===== src/rtl/regfile_mp.sv =====
// regfile_mp: multi-port register file with per-register busy scoreboard and registered reads.
// Define REGFILE_MP_BYPASS_EN to let reads see same-cycle writes and claims.
module regfile_mp #(
    parameter int XLEN   = 32,
    parameter int NREGS  = 32,
    parameter int NREAD  = 2,
    parameter int NWRITE = 2,
    localparam int AW    = $clog2(NREGS)
) (
    input  logic                   clk,
    input  logic                   resetn,
    input  logic [NREAD-1:0]       ren,
    input  logic [NREAD*AW-1:0]    raddr,
    output logic [NREAD*XLEN-1:0]  rdata,
    output logic [NREAD-1:0]       rbusy,
    input  logic [NWRITE-1:0]      wen,
    input  logic [NWRITE*AW-1:0]   waddr,
    input  logic [NWRITE*XLEN-1:0] wdata,
    input  logic                   claim_en,
    input  logic [AW-1:0]          claim_addr
);
    logic [XLEN-1:0]       mem      [NREGS];
    logic [XLEN-1:0]       mem_nxt  [NREGS];
    logic [XLEN-1:0]       src_mem  [NREGS];
    logic [NREGS-1:0]      busy, busy_nxt, src_busy;
    logic [NREAD*XLEN-1:0] rdata_nxt;
    logic [NREAD-1:0]      rbusy_nxt;

    function automatic logic valid(input logic [AW-1:0] a);
        return (a != '0) && (32'(a) < NREGS);
    endfunction

    // ascending port order lets the higher-index port win; the claim is applied last so it beats a retiring write
    always_comb begin
        mem_nxt  = mem;
        busy_nxt = busy;
        for (int p = 0; p < NWRITE; p++) begin
            if (wen[p] && valid(waddr[p*AW +: AW])) begin
                mem_nxt[waddr[p*AW +: AW]]  = wdata[p*XLEN +: XLEN];
                busy_nxt[waddr[p*AW +: AW]] = 1'b0;
            end
        end
        if (claim_en && valid(claim_addr))
            busy_nxt[claim_addr] = 1'b1;
    end

    always_comb begin
`ifdef REGFILE_MP_BYPASS_EN
        src_mem  = mem_nxt;
        src_busy = busy_nxt;
`else
        src_mem  = mem;
        src_busy = busy;
`endif
    end

    always_comb begin
        rdata_nxt = rdata;
        rbusy_nxt = rbusy;
        for (int i = 0; i < NREAD; i++) begin
            if (ren[i]) begin
                rdata_nxt[i*XLEN +: XLEN] = valid(raddr[i*AW +: AW]) ? src_mem[raddr[i*AW +: AW]] : '0;
                rbusy_nxt[i] = valid(raddr[i*AW +: AW]) ? src_busy[raddr[i*AW +: AW]] : 1'b0;
            end
        end
    end

    always_ff @(posedge clk or negedge resetn) begin
        if (!resetn) begin
            mem   <= '{default: '0};
            busy  <= '0;
            rdata <= '0;
            rbusy <= '0;
        end else begin
            mem   <= mem_nxt;
            busy  <= busy_nxt;
            rdata <= rdata_nxt;
            rbusy <= rbusy_nxt;
        end
    end
endmodule


===== config.mk =====
export PLATFORM = sky130hd
export DESIGN_NAME = regfile_mp
export DESIGN_NICKNAME = d
export VERILOG_FILES = /design/src/rtl/regfile_mp.sv
export SDC_FILE = /design/constraint.sdc
export NUM_CORES = 2
export LEC_CHECK = 0
export BUFFER_PORTS_ARGS = -buffer_cell sky130_fd_sc_hd__buf_2
export CAP_MARGIN = 10
export CORE_MARGIN = 2
export CORE_UTILIZATION = 45
export CTS_CLUSTER_DIAMETER = 120
export DETAILED_ROUTE_END_ITERATION = 8
export PLACE_DENSITY = 0.63
export SYNTH_ARGS = -nofsm -noshare
export SYNTH_HDL_FRONTEND = slang
export SYNTH_SLANG_ARGS = --single-unit
export TNS_END_PERCENT = 100

===== constraint.sdc =====
create_clock -name clk -period 1.68 [get_ports clk]
set_input_delay 0.084 -clock clk [delete_from_list [all_inputs] [get_ports clk]]
set_output_delay 0.084 -clock clk [all_outputs]
set_load 0.02 [all_outputs]

==> results.txt <==
----------------------------------------------------
[Critical path]
  Highest net fanout along the worst path ... 3
  Dominant delay contributor by cell family on the critical path ... simple AND/OR/NAND/NOR gates
  Buffers plus inverters on the worst setup path ... 0
  Ordered cell list for the critical path ... mux4_2 -> o22ai_1 -> or4_1 -> a21oi_1
  Crit-path slowest cell ... sky130_fd_sc_hd__or4_1
  Number of gates on the worst path with buffers counted ... 4
  Kind of start point of the critical path ... register
  Largest incremental delay on the critical path ... 660 ps
  Worst Setup Path Type ... reg2reg
  Crit path DAT ... 2430 ps
  Worst setup EP type ... register
  Critical path data required time ... 2400 ps
  Cell depth of the worst flop-to-flop path ... 4

[Pwr]
  Total power per unit cell area ... 1130 nW/um^2
  Post-layout total power ... 93.3 mW
  Peak VDD IR ... 818 uV
  Static power due to leakage ... 37.0 nW

[Cells and area]
  Fraction of final layout cells sized beyond drive strength 1 ... 21.9%
  Final cell count without fillers ... 8913
  Synthesis-to-finish area growth ... 22.5%
  # fillers ... 12700
  Number of nets in the layout ... 6878

[Drt]
  Via count ... 58400
  Per-cell routed wire length ... 31.8 um
  Number of iterations in the first detailed-routing pass ... 6
  Iter 0 DRT Violations ... 7876
  DRC violations left ... 0
  Antenna Violating Nets Remaining ... 0
  Wire length after detailed routing ... 283000 um
  Detail-routed via count per cell ... 6.55

[Floorplan]
  Starting Density ... 45.2%
  Num rows ... 142
  Boundary pin count ... 162
  Die Ht ... 392 um
  Overall die area ... 153000 um^2
  Width of the die ... 392 um
  Area of the core region ... 150000 um^2

[Clock network]
  Clock tree from TritonCTS ... yes
  CTS Buffer Depth ... 3
  Clock buffers created by TritonCTS ... 132
  H-tree level count ... 4
  Register clock-pin slew on the reported worst setup and hold paths ... 60 ps
  Clk sink count ... 1122
  Root buffer cell ... sky130_fd_sc_hd__clkbuf_16
  Insertion delay of the later-clocked pin in the worst-skew pair ... 800 ps

[STA]
  Worst max-slew margin expressed relative to the limit ... 10.5%
  Final count of pins violating max slew ... 0
  Minimum clock period after layout ... 1710 ps
  Worst setup slack after layout ... -31.8 ps
  Unrepaired setup endpoints after global routing ... true
  Worst Tran Pin Value ... 1340 ps
  Final period util ... 102%
  Final hold vios ... 0
  Highest Clock Rate ... 584 MHz
  Clock tree skew after final layout ... 16.3 ps
  Number of endpoints failing setup at the final stage ... 12

[Placement]
  # port buffers ... 161
  Gpl congestion ... 0.984
  Sum of net half-perimeters after detailed placement ... 190000 um
  Number of cells after detailed placement ... 8524

[Min path]
  Worst min-delay path class ... in2reg
  Number of instances on the worst hold path ... 5

[Synth]
  Most used DFF post-synth ... sky130_fd_sc_hd__dfrtp_1
  Ranking of synthesized cells by area ... sky130_fd_sc_hd__dfrtp_1 (42%), sky130_fd_sc_hd__mux2i_1 (20%), sky130_fd_sc_hd__mux4_2 (11%)
  Count of flip-flops with a built-in enable after synthesis ... 0
  Post-synthesis instance area ... 67600 um^2
  Portion of synthesized cell area occupied by the leading cell type ... 41.5%
  Commonest cells post-synth ... sky130_fd_sc_hd__mux2i_1 (1360), sky130_fd_sc_hd__dfrtp_1 (1122), sky130_fd_sc_hd__nor2_1 (677)
  Seq/Total Area, Yosys ... 41.5%
  Mapped Nets ... 6647
  Fraction of registers with async set/reset ... 100%
  Synthesized netlist cell count ... 6551
  Synthesized area divided by synthesized cell count ... 10.3 um^2
  Library cell with the largest summed area after synthesis ... sky130_fd_sc_hd__dfrtp_1
  Number of distinct standard cells referenced by the synthesized netlist ... 47
  Ys Warns ... 0
  Flip-flop and latch count after synthesis ... 1122
  Library cell with the highest instance count after synthesis ... sky130_fd_sc_hd__mux2i_1

[Run]
  Max_cap viols ... 0

[Global route]
  Gr usage total ... 36.6%
  Number of global-route vias before repair ... 57000
  Number of antenna violations at the first check in global routing ... 25
  First-pass GRT wire length ... 407000 um
  Remaining global-route overflow ... 0
  Pin count of the biggest net entering global routing ... 60

[Run status]
  Violated checks ... setup timing
  Status ... complete, but fails checks

----------------------------------------------------
[final timing paths]
kind                            slack (ps)  startpoint         to
worst max-delay path                   -30    mem[145]  rdata[17]
worst min-delay path                    60    waddr[6]   mem[528]
worst max register to register         -30    mem[145]  rdata[17]
worst min register to register         400    mem[992]   mem[992]
max in group asynchronous              470      resetn  rdata[40]
min in group asynchronous              250      resetn    busy[6]
[cells by family (layout without fill, tap and decap cells)]
group           Yosys count  count (layout)  synth area share (%)
compound gates         1446            1446                  12.2
buf+inv                 779            1103                  4.86
flops                  1122            1122                  41.5
mux                    1760            1760                  32.3
other cells               0              22                     0
simple gates           1444            1444                  9.10
[stage by stage]
stage / util (%) / area (um^2) / setup TNS [ps] / worst slack (ps) / hold WS (ps)
2_1_floorplan: - / 68800 / -436 / -8.66 / -212
3_3_place_gp: 51.2 / 76600 / -35720 / -627 / -63.5
3_5_place_dp: 51.2 / 76600 / -41620 / -625 / -64.8
4_1_cts: 54.9 / 82100 / -135 / -51.5 / 0.687
5_1_grt: 55.3 / 82800 / -1760 / -81.6 / 55.2
6_report: 55.4 / 82800 / -159 / -31.8 / 57.7
[power breakdown]
group / total (mW) / internal (mW) / switching (mW) / leakage (nW)
clock: 29.5 / 17.3 / 12.2 / 2.14
combinational: 24.2 / 12.8 / 11.4 / 21.1
sequential: 39.6 / 33.9 / 5.73 / 13.8
total: 93.3 / 64.0 / 29.3 / 37.0
[registers in the layout, indices dropped and copies added (netlist names)]
signal  cells
mem      1024
rdata      64
busy       32
rbusy       2
[final cells by class]
type                    instances  area, um^2  area share, %
clock buffers                 197        3970           4.79
inverters                       9        33.8         0.0408
diodes                         22        55.1         0.0665
flip-flops and latches       1122       28100           33.9
clock inverters                30         340          0.411
repair buffers                867        9530           11.5
multi-input cells            4650       38300           46.2
well taps                    2016        2520           3.05
[per-layer routing]
layer	global-route usage (%)	wire length [um]	part of all wire [%]
met1	47.9	107000	38
met2	53.7	123000	43
met3	10.4	33300	12
met4	22.5	20000	7.1
met5	0.383	174	0.061
[timing repair]
action | CTS | global route
setup endpoints to repair | 14 | 60
gates resized for setup | 9 | 67
setup buffers | 1 | 21
hold endpoints to repair | 2168 | 0
hold buffers | 118 | 0
[placed cells by master (no fill, tap or decap), drive strengths merged, types with 8 or more instances in the layout]
cell type,instances
dfrtp,1122
mux4,334
nand2,537
nand3b,13
a32oi,22
o22ai,128
a32o,12
and3b,8
diode,22
o21ai,495
mux2,66
buf,749
nor3,12
a21oi,581
or4,66
clkbuf,197
nor2b,9
a2111oi,68
o211ai,64
mux2i,1360
nor2,677
or3b,8
nand3,11
clkinv,19
dlygate4sd3,118
a22o,66
nand2b,73
inv,13
[worst reg2reg max path, delay by kind of cell, from the launching register on]
kind | cells | cell delay, ps
and+or+nand+nor | 1 | 660
DFF | 1 | 420
muxes | 1 | 270
AOI/OAI and AO/OA | 2 | 280
(Power assumes the default switching activity.)
